==> src/rtl/mmio_uart_tx_pkg.sv <==
// mmio_uart_tx_pkg: shared types, register map and status bit positions for the MMIO UART transmitter
package mmio_uart_tx_pkg;
  typedef enum logic [1:0] {DT_BYTE, DT_HALF, DT_WORD} mem_dt_e;
  typedef enum logic [1:0] {ENONE, EALIGN} errno_e;
  typedef enum logic [1:0] {IDLE, START, DATA, STOP} uart_tx_state_e;
  localparam logic [1:0] REG_DATA = 2'd0;
  localparam logic [1:0] REG_STATUS = 2'd1;
  localparam logic [1:0] REG_DIV = 2'd2;
  localparam int ST_BUSY = 0;
  localparam int ST_FULL = 1;
  localparam int ST_EMPTY = 2;
  localparam int ST_OVF = 3;
  localparam int ST_CNT = 4;
  function automatic logic [3:0] sat4(input logic [31:0] v);
    return (v > 32'd15) ? 4'hf : v[3:0];
  endfunction
endpackage

==> src/rtl/mmio_uart_tx_if.sv <==
// mmio_uart_tx_if: cpu data-port bus seen by the UART register window
interface mmio_uart_tx_if;
  import mmio_uart_tx_pkg::*;
  logic [31:0] addr;
  logic we;
  logic [31:0] wd;
  mem_dt_e dt;
  logic sel;
  logic [31:0] rd;
  errno_e err;
  modport master(output addr, we, wd, dt, input sel, rd, err);
  modport slave(input addr, we, wd, dt, output sel, rd, err);
endinterface

==> src/rtl/mmio_uart_tx_sync_fifo.sv <==
// sync_fifo: circular-buffer FIFO with wrap-around pointers and an occupancy count
module sync_fifo #(
  parameter int WIDTH = 8,
  parameter int DEPTH = 8,
  localparam int AW = $clog2(DEPTH)
) (
  input  logic clk,
  input  logic rst,
  input  logic push,
  input  logic pop,
  input  logic [WIDTH-1:0] din,
  output logic [WIDTH-1:0] dout,
  output logic full,
  output logic empty,
  output logic [AW:0] count
);
  logic [WIDTH-1:0] mem [DEPTH];
  logic [AW-1:0] wp, rp;
  logic do_push, do_pop;
  assign full = count == (AW+1)'(DEPTH);
  assign empty = count == '0;
  assign do_push = push && !full;
  assign do_pop = pop && !empty;
  assign dout = mem[rp];
  always_ff @(posedge clk) begin
    if (rst) begin
      wp <= '0;
      rp <= '0;
      count <= '0;
    end else begin
      if (do_push) begin
        mem[wp] <= din;
        wp <= wp + 1'b1;
      end
      if (do_pop) rp <= rp + 1'b1;
      count <= count + (AW+1)'(do_push) - (AW+1)'(do_pop);
    end
  end
endmodule

==> src/rtl/mmio_uart_tx.sv <==
// mmio_uart_tx: memory-mapped 8N1 UART transmitter with TX FIFO and programmable bit divisor
module mmio_uart_tx
  import mmio_uart_tx_pkg::*;
#(
  parameter logic [31:0] BASE_ADDR = 32'h0000_1000,
  parameter int FIFO_DEPTH = 8,
  parameter logic [15:0] DEFAULT_DIV = 16'd16
) (
  input  logic clk,
  input  logic rst,
  mmio_uart_tx_if.slave bus,
  output logic tx
);
  localparam int CW = $clog2(FIFO_DEPTH) + 1;
  logic [31:0] off, status;
  logic [1:0] widx;
  logic ok, wr, wr_data, push, pop, full, empty, ovf, bit_end, unused_wd;
  logic [CW-1:0] count;
  logic [7:0] head, shift;
  logic [15:0] div, div_l, cnt;
  logic [2:0] idx;
  uart_tx_state_e state, state_n;
  assign off = bus.addr - BASE_ADDR;
  assign widx = off[3:2];
  assign bus.sel = off < 32'd12;
  assign bus.err = !bus.sel ? ENONE
                 : (off[1:0] != 2'b00) ? EALIGN
                 : (widx == REG_DATA) ? ((bus.dt == DT_BYTE || bus.dt == DT_WORD) ? ENONE : EALIGN)
                 : (bus.dt == DT_WORD) ? ENONE : EALIGN;
  assign ok = bus.sel && bus.err == ENONE;
  assign wr = ok && bus.we;
  assign wr_data = wr && widx == REG_DATA;
  assign push = wr_data && !full;
  assign status = {24'h0, sat4(32'(count)), ovf, empty, full, state != IDLE};
  assign bus.rd = (ok && !bus.we) ? (widx == REG_STATUS ? status : widx == REG_DIV ? {16'h0, div} : 32'h0) : 32'h0;
  assign unused_wd = ^bus.wd[31:16];
  sync_fifo #(.WIDTH(8), .DEPTH(FIFO_DEPTH)) u_fifo (
    .clk(clk), .rst(rst), .push(push), .pop(pop), .din(bus.wd[7:0]),
    .dout(head), .full(full), .empty(empty), .count(count)
  );
  assign bit_end = cnt <= 16'd1;
  always_comb begin
    state_n = state;
    pop = 1'b0;
    tx = 1'b1;
    unique case (state)
      IDLE: begin
        pop = !empty;
        state_n = empty ? IDLE : START;
      end
      START: begin
        tx = 1'b0;
        state_n = bit_end ? DATA : START;
      end
      DATA: begin
        tx = shift[0];
        state_n = (bit_end && idx == 3'd7) ? STOP : DATA;
      end
      STOP: if (bit_end) begin
        pop = !empty;
        state_n = empty ? IDLE : START;
      end
    endcase
  end
  always_ff @(posedge clk) begin
    if (rst) begin
      state <= IDLE;
      cnt <= '0;
      idx <= '0;
      shift <= '0;
      div_l <= '0;
      div <= DEFAULT_DIV;
      ovf <= 1'b0;
    end else begin
      state <= state_n;
      // popping restarts a frame; the divisor is sampled only here
      if (pop) begin
        shift <= head;
        div_l <= div;
        cnt <= div;
        idx <= '0;
      end else if (state != IDLE) begin
        cnt <= bit_end ? div_l : cnt - 16'd1;
        if (state == DATA && bit_end) begin
          shift <= shift >> 1;
          idx <= idx + 3'd1;
        end
      end
      ovf <= (wr_data && full) ? 1'b1 : (wr && widx == REG_STATUS && bus.wd[ST_OVF]) ? 1'b0 : ovf;
      if (wr && widx == REG_DIV) div <= (bus.wd[15:0] == 16'h0) ? 16'd1 : bus.wd[15:0];
    end
  end
endmodule

==> src/flat_wrapper.sv <==
// flat-port wrapper written by rule: the top's interface ports become plain ports
module mmio_uart_tx_flat import mmio_uart_tx_pkg::*;
#(
  parameter logic [31:0] BASE_ADDR = 32'h0000_1000,
  parameter int FIFO_DEPTH = 8,
  parameter logic [15:0] DEFAULT_DIV = 16'd16
)
  (clk, rst, tx, bus_addr, bus_we, bus_wd, bus_dt, bus_sel, bus_rd, bus_err);
  mmio_uart_tx_if bus_i ();
  input  logic clk;
  input  logic rst;
  output logic tx;
  input wire logic [$bits(bus_i.addr)-1:0] bus_addr;
  input wire logic [$bits(bus_i.we)-1:0] bus_we;
  input wire logic [$bits(bus_i.wd)-1:0] bus_wd;
  input wire logic [$bits(bus_i.dt)-1:0] bus_dt;
  output wire logic [$bits(bus_i.sel)-1:0] bus_sel;
  output wire logic [$bits(bus_i.rd)-1:0] bus_rd;
  output wire logic [$bits(bus_i.err)-1:0] bus_err;
  assign bus_i.addr = bus_addr;
  assign bus_i.we = bus_we;
  assign bus_i.wd = bus_wd;
  assign bus_i.dt = bus_dt;
  assign bus_sel = bus_i.sel;
  assign bus_rd = bus_i.rd;
  assign bus_err = bus_i.err;
  mmio_uart_tx #(.BASE_ADDR(BASE_ADDR), .FIFO_DEPTH(FIFO_DEPTH), .DEFAULT_DIV(DEFAULT_DIV)) u_core (.clk(clk), .rst(rst), .bus(bus_i), .tx(tx));
endmodule
==> config.mk <==
export PLATFORM = sky130hd
export DESIGN_NAME = mmio_uart_tx_flat
export DESIGN_NICKNAME = d
export VERILOG_FILES = /design/src/rtl/mmio_uart_tx_pkg.sv /design/src/rtl/mmio_uart_tx_if.sv /design/src/rtl/mmio_uart_tx_sync_fifo.sv /design/src/rtl/mmio_uart_tx.sv /design/src/flat_wrapper.sv
export SDC_FILE = /design/constraint.sdc
export NUM_CORES = 1
export LEC_CHECK = 0
export CORE_UTILIZATION = 30
export DETAILED_ROUTE_END_ITERATION = 10
export GPL_TIMING_DRIVEN = 0
export PLACE_DENSITY = 0.57
export SYNTH_ARGS = -nofsm -noshare
export SYNTH_HDL_FRONTEND = slang
export SYNTH_SLANG_ARGS = --single-unit
==> constraint.sdc <==
create_clock -name clk -period 4.56 [get_ports clk]
set_input_delay 0.912 -clock clk [delete_from_list [all_inputs] [get_ports clk]]
set_output_delay 0.912 -clock clk [all_outputs]
set_load 0.05 [all_outputs]
==> metrics.cfg <==
[timing]
rsz0062_at_grt=no
final.period_utilization_pct=95.1
finClkSkew_ns=0.00738
setup_viol=0
tightest_slew_ns=1.35
hold_violations=0
drv_slew=0
max_slew_margin_pct=9.36
post-route-min-period_ns=4.34
max_freq_ghz=0.231

[yosys]
synth_top_area_share_pct=28.9
netlist_top_cells_area=edfxtp_1 29%, dfxtp_1 23%, mux4_2 5.4%, mux2i_1 3.9%, a21oi_1 3.7%
synth-seq-cells=139
ys.flop_type=dfxtp_1
yosysWarnings=0
synth-seq-area-share_pct=51.5
syn_area_sq_um=6640
synth_common_cells=75 x dfxtp_1, 64 x edfxtp_1, 49 x a21oi_1
synth_enable_flop_cells=64
yosysTopAreaCell=edfxtp_1
yosysUniqueCellTypes=58
syn_area_per_cell_sq_um=10.8
synthArstFlopShare_pct=0
netlist_instances=615
synthMostInstantiatedCell=dfxtp_1

[worst_setup_path]
worstPathMaxFanout=9
worst_ep_required_time_ns=3.65
start_kind=input port
r2r_end=u_core.u_fifo.count[2]
rr_worst_depth=15
cp.arrival_ns=3.42
r2r-start=u_core.u_fifo.count[2]
cp-end-kind=primary output
r2r_slack_ns=0.60
path_class=in2out

[clock_network]
postCtsHoldBufs=0
clockBufferDepth=2
tritoncts=done
path_clk_slew_ns=0.06
cts_buffers=17
htree_levels=4
clock_sink_count=139
clk_latency_ns=0.43
cts_root_buffer=clkbuf_16

[detailed_routing]
routedWlPerCell_microns=17.7
top_layer_used=met4
wirelength_microns=18100
firstDrtPassIters=5
wl_met1_microns=8320
via_per_inst=5.14
detail-route-antenna-nets=0
first_iter_violations=490
wl_met3_microns=839
drc_errors=0
vias=5257
wl_met2_microns=8640

[pwr]
p_total_w=0.00449
leakagePower_nw=2.87
irDropWorstVdd_v=0.000261
power_density_nw_per_um2=531

[cells_and_area]
final_nets=815
insertedDiodeCount=0
design_area_sq_um=8460
final.fill_count=2174
layout-drive-gt1-share_pct=15.5
area_growth_pct=27.3

[floorplanning]
start_util_pct=30.5
die_w_microns=151
die-area_sq_um=22700
row_count=54
core_sq_um=21800
ios=105
die_h_microns=151

[global_route]
antenna_found_initial=0
grt_pass1_vias=5108
grt_first_pass_wirelength_microns=29000
grtUsageTotal_pct=17.0
grt_max_degree=17
grt_overflow=0

[flow_run]
maxCapViolCount=0

[place]
portBuffers=71
dp_hpwl_microns=13000
postPlaceCellArea_sq_um=7830
place.gp.congestion=0.891

[hold_path]
holdPathStages=2
hp-start=u_core.div_l[11]
min_path_type=reg2reg
holdPathEnd=u_core.div_l[11]

[run_status]
status=finished, final reports clean

[worst max-delay path by stage]
stage                 start          to  slack [ns]
2_1_floorplan  bus_addr[15]  bus_rd[10]        0.71
3_3_place_gp   bus_addr[10]   bus_rd[9]       -0.77
3_5_place_dp    bus_addr[8]  bus_rd[14]       -0.75
4_1_cts         bus_addr[2]  bus_rd[14]        0.03
5_1_grt         bus_addr[2]  bus_rd[12]        0.03
6_report        bus_addr[2]  bus_rd[14]        0.22
[cells by family after synthesis]
group | count (synthesis) | synth area share, %
simple gates | 177 | 14.2
compound gates | 144 | 13.7
flops | 139 | 51.5
buf+inv | 80 | 5.57
mux | 52 | 11.0
fa+ha+maj | 17 | 3.31
xor+xnor | 5 | 0.659
other cells | 1 | 0.0564
[registers in the layout, summed over array words and instances, names as in the netlist, named ones only]
name and flops:
u_core.u_fifo.wp 3, u_core.div_l 16, u_core.u_fifo.count 4, u_core.u_fifo.mem 64, u_core.div 16, u_core.state 2
u_core.ovf 1, u_core.idx 3, u_core.shift 8, u_core.cnt 16, u_core.u_fifo.rp 3
[repair_timing]
item	CTS	global route
endpoints found under the setup margin	11	11
buffers inserted	0	4
pin swaps	0	3
cloned	0	0
gates resized for setup	34	2
hold endpoints to repair	0	0
[cell type report]
class | count | area, sq um | share of cell area, %
flip-flops and latches | 139 | 3420 | 40.5
multi-input cells | 412 | 2960 | 35.0
repair buffers | 80 | 778 | 9.20
clock buffers | 17 | 425 | 5.03
well taps | 280 | 350 | 4.14
plain buffers | 57 | 284 | 3.36
clock inverters | 15 | 151 | 1.79
inverters | 22 | 82.6 | 0.976
[critical path: stages]
cell and delay (ns):
clkdlybuf4s50_1 0.51, nor2_2 0.22, o21ai_0 0.21, or4_4 0.65
nor3b_4 0.37, and2_1 0.18, clkdlybuf4s15_2 0.36
[through the flow]
step / TNS [ns] / cells / hold slack [ns] / util, % / setup WS [ns]
after global placement: -16.03 / 982 / 0.456 / 35.7 / -0.770
after detailed placement: -6.01 / 986 / 0.463 / 36.0 / -0.746
after global routing: 0 / 1022 / 0.501 / 38.9 / 0.0262
after floorplan: 0 / 631 / 0.443 / - / 0.711
after CTS: 0 / 1018 / 0.470 / 38.7 / 0.0272
final: 0 / 1022 / 0.469 / 38.9 / 0.225
[cell usage in the layout (no fill, tap or decap), drive strengths merged, types with 7 or more instances in the layout]
cell,Yosys,routed
ha,16,16
buf,28,37
a211oi,8,8
mux2i,26,26
inv,21,30
nand2,13,13
nor4,17,17
and2,10,10
nand3,31,31
mux4,16,16
o31ai,12,12
clkdlybuf4s15,0,8
or3,7,7
nor3,15,15
clkbuf,30,46
mux2,10,10
clkdlybuf4s50,0,55
conb,1,17
edfxtp,64,64
nor2,47,47
a22oi,7,7
o32ai,9,9
a21oi,49,49
or4,11,11
dfxtp,75,75
dlygate4sd2,0,8
o21ai,32,32
[power breakdown]
part	switching [W]	internal, W	total (W)	leakage, nW
Sequential	0.0000985	0.00141	0.00151	1.19
Combinational	0.00101	0.000603	0.00162	1.41
Clock	0.000592	0.000771	0.00136	0.280
[routing by layer]
layer	vias to the layer above	GRT usage, %
li1	2538	-
met4	0	4.95
met3	23	3.55
met2	184	27.5
met5	-	0
met1	2512	22.7
(Power assumes the default switching activity.)
==> variant 1, RTL diff (config.mk and constraints unchanged) <==
Register the output `tx`; this adds one clock of latency there. The other outputs are not delayed to match.
--- a/src/rtl/mmio_uart_tx.sv
+++ b/src/rtl/mmio_uart_tx.sv
@@ -12,6 +12,8 @@
   output logic tx
 );
   localparam int CW = $clog2(FIFO_DEPTH) + 1;
+
+  logic tx_d;
   logic [31:0] off, status;
   logic [1:0] widx;
   logic ok, wr, wr_data, push, pop, full, empty, ovf, bit_end, unused_wd;
@@ -42,18 +44,18 @@
   always_comb begin
     state_n = state;
     pop = 1'b0;
-    tx = 1'b1;
+    tx_d = 1'b1;
     unique case (state)
       IDLE: begin
         pop = !empty;
         state_n = empty ? IDLE : START;
       end
       START: begin
-        tx = 1'b0;
+        tx_d = 1'b0;
         state_n = bit_end ? DATA : START;
       end
       DATA: begin
-        tx = shift[0];
+        tx_d = shift[0];
         state_n = (bit_end && idx == 3'd7) ? STOP : DATA;
       end
       STOP: if (bit_end) begin
@@ -90,5 +92,9 @@
       if (wr && widx == REG_DIV) div <= (bus.wd[15:0] == 16'h0) ? 16'd1 : bus.wd[15:0];
     end
   end
+  always_ff @(posedge clk) begin
+    tx <= tx_d;
+  end
+
 endmodule
 
Check against the original RTL: not equivalent (Yosys sat finds a counterexample within 4 cycles, from zero or initial values and one cycle with rst high).
==> variant 1 against the original RTL <==
  * Final area is 0.80% lower
  * Synthesized area is 0.30% higher
  * First-iteration DRC count is 0.41% higher
  * Worst setup slack better by 0.024 ns
  * Register-to-register slack worse by 0.14 ns
  * Die area is 0.30% higher
  * Total power is 0.14% lower
  * Critical endpoint is now bus_rd[8]
  * Core utilization is 0.43 points lower
  * Sequential cell count is 1 higher
  * Cell count hardly changed
  * Count of clock-buffer cells in the layout is 1 higher
  * Global-route usage is 0.12 points lower
  * Routed wire length hardly changed
==> variant 1: results (changes against the original RTL) <==
- Status: completed (unchanged)
- Type of the tightest min-delay check: flop to flop (unchanged)
- Top cells by count, synth: sky130_fd_sc_hd__dfxtp_1, sky130_fd_sc_hd__edfxtp_1, sky130_fd_sc_hd__a21oi_1 (unchanged)
- End of the worst register-to-register path: u_core.u_fifo.count[2]$_SDFF_PP0_ (unchanged)
- Worst-case vdd ir drop: 0.319 mV (was 0.261 mV)
- Post-DR vias/cell: 5.25 (was 5.14)
- Number of buffers on the longest clock path: 2 (unchanged)
- Placer's final routability congestion estimate: 0.901 (was 0.891)
- Number of levels the H-tree was split into: 4 (unchanged)
- Skew-Pair Late Insertion Delay: 0.43 ns (about the same)
- First-pass GRT wire length: 28900 µm (was 29000 µm)
- Part of the Yosys area used for sequential elements: 51.7% (was 51.5%)
- Top area cells in the synthesized netlist: sky130_fd_sc_hd__edfxtp_1, sky130_fd_sc_hd__dfxtp_1, sky130_fd_sc_hd__mux4_2 (unchanged)
- Number of global-route vias before repair: 5262 (was 5108)
- Post-Place Cells: 987 (was 986)
- Setup slack, reg-to-reg: 0.46 ns (was 0.60 ns)
- Power share of the combinational group: 36.2% (was 36.0%)
- Clock Skew: 0.00719 ns (was 0.00738 ns)
- Worst path arrival time: 3.40 ns (was 3.42 ns)
- Violation count after the first detailed-route iteration: 492 (was 490)
- Count of inserted antenna diode cells: 0 (unchanged)
- Leakage power of the design: 2.88 nW (was 2.87 nW)
- Detailed-route wire length per cell: 17.7 µm (about the same)
- Min-delay src: u_core.shift[0]$_SDFFE_PP0P_ (was u_core.div_l[11]$_SDFFE_PP0P_)
- Power dissipated in combinational cells: 1.62 mW (about the same)
- Worst-case reg-to-reg path depth: 15 (unchanged)
- DRT Pass-1 Iters: 7 (was 5)
- Fillers: 2159 (was 2174)
- Post-Route Hold Slack: 0.463 ns (was 0.469 ns)
- Launch point of the worst reg-to-reg path: u_core.u_fifo.count[2]$_SDFF_PP0_ (unchanged)
- HPWL after detailed placement: 13000 µm (about the same)
- Max transition margin: 8.46% (was 9.36%)
- Pre-CTS worst setup slack: -0.714 ns (was -0.746 ns)
- Fmax: 232 MHz (was 231 MHz)
- Number of synthesis warnings: 0 (unchanged)
- Crit path from: bus_addr[2] (unchanged)
- Worst Hold Path EP: u_core.tx$_DFF_P_ (was u_core.div_l[11]$_SDFFE_PP0P_)
- Post-place instance area: 0.00784 mm² (was 0.00783 mm²)
- Number of flip-flops under the largest register name: 64 (unchanged)
- Critical path endpoint: bus_rd[8] (was bus_rd[14])
- Vias: 5363 (was 5257)
- Number of synthesized flops with an enable pin: 64 (unchanged)
- Number of cells traversed by the worst hold path: 2 (unchanged)
- Layout net count: 814 (was 815)
- Net Sw Frac: 37.8% (was 38.0%)
- Global Route Usage Sum: 16.8% (was 17.0%)
- Fraction of final layout cells sized beyond drive strength 1: 14.4% (was 15.5%)
- Total clock buffers created by CTS: 17 (unchanged)
- Average instance area after synthesis: 10.8 µm² (about the same)
[variant 1: cell type report]
type                       instances  area (µm²)  area share, %
inverter                          22        82.6          0.984
timing repair buffer              77         706           8.41
sequential                       140        3440           41.0
clock inverter                    14         133           1.58
clock buffer                      18         429           5.11
tap                              280         350           4.18
multi-input combinational        412        2960           35.3
buffer                            58         288           3.43
[variant 1: cell families after synthesis]
kind of cell    Yosys count  synth area share (%)
simple gates            177                  14.1
compound gates          144                  13.6
flops                   140                  51.7
buf+inv                  80                  5.56
mux                      52                  11.0
fa+ha+maj                17                  3.30
xor+xnor                  5                 0.657
other cells               1                0.0563
[variant 1: routing by layer]
layer / up-vias / track usage [%] / wire [µm] / part of all wire, %
li1: 2543 / - / - / -
met1: 2548 / 21.7 / 7950 / 44
met2: 247 / 27.3 / 8540 / 47
met3: 25 / 4.13 / 1270 / 7.0
met4: 0 / 6.30 / 322 / 1.8
met5: - / 0 / 0 / 0
[variant 1: worst max-delay path, cell delays in order]
cell                              delay [ns]
sky130_fd_sc_hd__clkdlybuf4s50_1        0.54
sky130_fd_sc_hd__nor2_4                 0.17
sky130_fd_sc_hd__o21ai_0                0.18
sky130_fd_sc_hd__or4_1                  0.54
sky130_fd_sc_hd__clkbuf_1               0.24
sky130_fd_sc_hd__nor3b_4                0.38
sky130_fd_sc_hd__and2_1                 0.18
sky130_fd_sc_hd__buf_2                  0.25
[variant 1: timing repair]
item	4_1_cts	5_1_grt
pin swaps	0	2
endpoints found under the setup margin	8	8
resized for setup	34	18
setup buffers	0	1
cloned	0	0
hold buffers	0	0
==> variant 2, RTL diff (config.mk and constraints unchanged) <==
Made on the original files. `FIFO_DEPTH` is set to 8 in 2 places; all go to 16.
--- a/src/rtl/mmio_uart_tx.sv
+++ b/src/rtl/mmio_uart_tx.sv
@@ -3,7 +3,7 @@
   import mmio_uart_tx_pkg::*;
 #(
   parameter logic [31:0] BASE_ADDR = 32'h0000_1000,
-  parameter int FIFO_DEPTH = 8,
+  parameter int FIFO_DEPTH = 16,
   parameter logic [15:0] DEFAULT_DIV = 16'd16
 ) (
   input  logic clk,
--- a/src/flat_wrapper.sv
+++ b/src/flat_wrapper.sv
@@ -2,7 +2,7 @@
 module mmio_uart_tx_flat import mmio_uart_tx_pkg::*;
 #(
   parameter logic [31:0] BASE_ADDR = 32'h0000_1000,
-  parameter int FIFO_DEPTH = 8,
+  parameter int FIFO_DEPTH = 16,
   parameter logic [15:0] DEFAULT_DIV = 16'd16
 )
   (clk, rst, tx, bus_addr, bus_we, bus_wd, bus_dt, bus_sel, bus_rd, bus_err);
Behaviour: not the same (a bounded check fails within 10 cycles, from zero or initial values and one cycle with rst high).
==> variant 2 against the original RTL <==
  * Worst setup slack lost 0.13 ns
  * Critical endpoint is now bus_rd[2]
  * Total power up 34%
  * Sequential cell count up 68
  * Final area increased by 37%
  * Combinational power up 24%
  * Routed wire length increased by 32%
  * Synthesized area is 44% higher
  * Via count grew 22%
==> variant 2: results (changes against the original RTL) <==
- Status: completed (unchanged)
- Top cells by count, synth: sky130_fd_sc_hd__edfxtp_1, sky130_fd_sc_hd__dfxtp_1, sky130_fd_sc_hd__nand2_1 (was sky130_fd_sc_hd__dfxtp_1, sky130_fd_sc_hd__edfxtp_1, sky130_fd_sc_hd__a21oi_1)
- Final routed wirelength across all metal layers: 23800 µm (was 18100 µm)
- Post-synthesis instance total: 767 (was 615)
- Total clock buffers created by CTS: 24 (was 17)
- Number of synthesized flops with an enable pin: 128 (was 64)
- Register ranked first by flip-flop count: u_core.u_fifo.mem (unchanged)
- Clock Skew: 0.0154 ns (was 0.00738 ns)
- Number of synthesis warnings: 0 (unchanged)
- Standard cell with the maximum stage delay on the critical path: sky130_fd_sc_hd__a2111o_1 (was sky130_fd_sc_hd__or4_4)
- Worst path arrival time: 3.55 ns (was 3.42 ns)
- Post-Place Cells: 1250 (was 986)
- Pre-CTS worst setup slack: -0.919 ns (was -0.746 ns)
- Global Route Usage Sum: 14.6% (was 17.0%)
- Layout net count: 974 (was 815)
- Leakage power of the design: 3.95 nW (was 2.87 nW)
- Number of flip-flops under the largest register name: 128 (was 64)
- Critical Path Fanout Max: 10 (was 9)
- Fillers: 2968 (was 2174)
- Post-synthesis share of cell area spent on xor and xnor gates: 0.734% (was 0.659%)
- Max transition margin: 34.2% (was 9.36%)
- Post-synthesis adder-cell area fraction: 3.09% (was 3.31%)
- Part of the Yosys area used for sequential elements: 56.8% (was 51.5%)
- Number of global-route vias before repair: 6473 (was 5108)
- Pin count of the biggest net entering global routing: 20 (was 17)
- Vias: 6412 (was 5257)
- Number of levels the H-tree was split into: 1 (was 4)
- Violation count after the first detailed-route iteration: 335 (was 490)
- Number of buffers on the longest clock path: 3 (was 2)
- Hold violation count in the final report: 0 (unchanged)
- HPWL after detailed placement: 16900 µm (was 13000 µm)
- Skew-Pair Late Insertion Delay: 0.51 ns (was 0.43 ns)
- Placer's final routability congestion estimate: 0.834 (was 0.891)
- DRT Pass-1 Iters: 4 (was 5)
- Detailed-route wire length per cell: 18.4 µm (was 17.7 µm)
- Net Sw Frac: 34.6% (was 38.0%)
- Post-synthesis compound-gate area fraction: 8.71% (was 13.7%)
- Type of the tightest min-delay check: flop to flop (unchanged)
- Crit-path max cell delay: 0.55 ns (was 0.65 ns)
- Top area cells in the synthesized netlist: sky130_fd_sc_hd__edfxtp_1, sky130_fd_sc_hd__dfxtp_1, sky130_fd_sc_hd__mux4_2 (unchanged)
- Worst-case vdd ir drop: 0.321 mV (was 0.261 mV)
- Fraction of final layout cells sized beyond drive strength 1: 14.8% (was 15.5%)
- Multiplexer share of the synthesized area: 12.8% (was 11.0%)
- First-pass GRT wire length: 37100 µm (was 29000 µm)
- Number of distinct library cells after synthesis: 67 (was 58)
- Post-place instance area: 0.0108 mm² (was 0.00783 mm²)
[variant 2: timing repair]
action / 4_1_cts / 5_1_grt
resized for setup: 78 / 24
pin swaps: 1 / 2
setup buffers: 1 / 1
setup endpoints to repair: 19 / 18
hold buffers: 0 / 0
[variant 2: layout make-up]
type	instances	area, µm²	area share, %
sequential	207	5430	46.9
multi-input combinational	493	3850	33.3
timing repair buffer	73	661	5.72
clock buffer	32	651	5.63
tap	396	495	4.29
buffer	59	308	2.66
inverter	24	90.1	0.779
clock inverter	8	80.1	0.693
[variant 2: worst reg2reg max path, stage by stage (launching register included)]
cell and delay (ns):
sky130_fd_sc_hd__dfxtp_1 0.46, sky130_fd_sc_hd__inv_1 0.10, sky130_fd_sc_hd__ha_1 0.20, sky130_fd_sc_hd__clkbuf_1 0.19
sky130_fd_sc_hd__nor2_1 0.20, sky130_fd_sc_hd__and4b_1 0.28, sky130_fd_sc_hd__a31oi_1 0.24, sky130_fd_sc_hd__or2_1 0.15
sky130_fd_sc_hd__clkinv_1 0.22, sky130_fd_sc_hd__buf_1 0.36, sky130_fd_sc_hd__ha_1 0.38, sky130_fd_sc_hd__inv_1 0.04
sky130_fd_sc_hd__ha_1 0.20, sky130_fd_sc_hd__fa_1 0.41, sky130_fd_sc_hd__a21oi_1 0.16, sky130_fd_sc_hd__nor2_1 0.05
sky130_fd_sc_hd__nor2_1 0.11, sky130_fd_sc_hd__xor2_1 0.15, sky130_fd_sc_hd__nor2_1 0.05
[variant 2: per-layer routing]
| layer | vias to the layer above | track usage, % | wire [µm] |
|---|---|---|---|
| li1 | 3093 | - | - |
| met1 | 3158 | 19.7 | 10900 |
| met2 | 137 | 24.8 | 11700 |
| met3 | 24 | 1.94 | 883 |
| met4 | 0 | 3.59 | 350 |
| met5 | - | 0 | 0 |
[variant 2: worst paths after layout]
| kind | end | cells past startpoint | from | slack [ns] |
|---|---|---|---|---|
| worst min register to register | u_core.div_l[5]$_SDFFE_PP0P_ | 2 | u_core.div_l[5]$_SDFFE_PP0P_ | 0.45 |
| worst min-delay path | u_core.div_l[5]$_SDFFE_PP0P_ | 2 | u_core.div_l[5]$_SDFFE_PP0P_ | 0.45 |
| worst max register to register | u_core.u_fifo.count[4]$_SDFF_PP0_ | 18 | u_core.cnt[0]$_SDFFE_PP0P_ | 0.47 |
| worst max-delay path | bus_rd[2] | 9 | bus_addr[14] | 0.09 |
[variant 2: power groups by stage]
stage | registers [mW] | logic, mW | clock network [mW]
6_report | 2.23 | 2.01 | 1.79
5_1_grt | 2.25 | 2.24 | 1.90
4_1_cts | 2.23 | 2.02 | 1.82
3_5_place_dp | 2.27 | 2.02 | 0
3_3_place_gp | 2.26 | 2.00 | 0
2_1_floorplan | 2.23 | 1.44 | 0
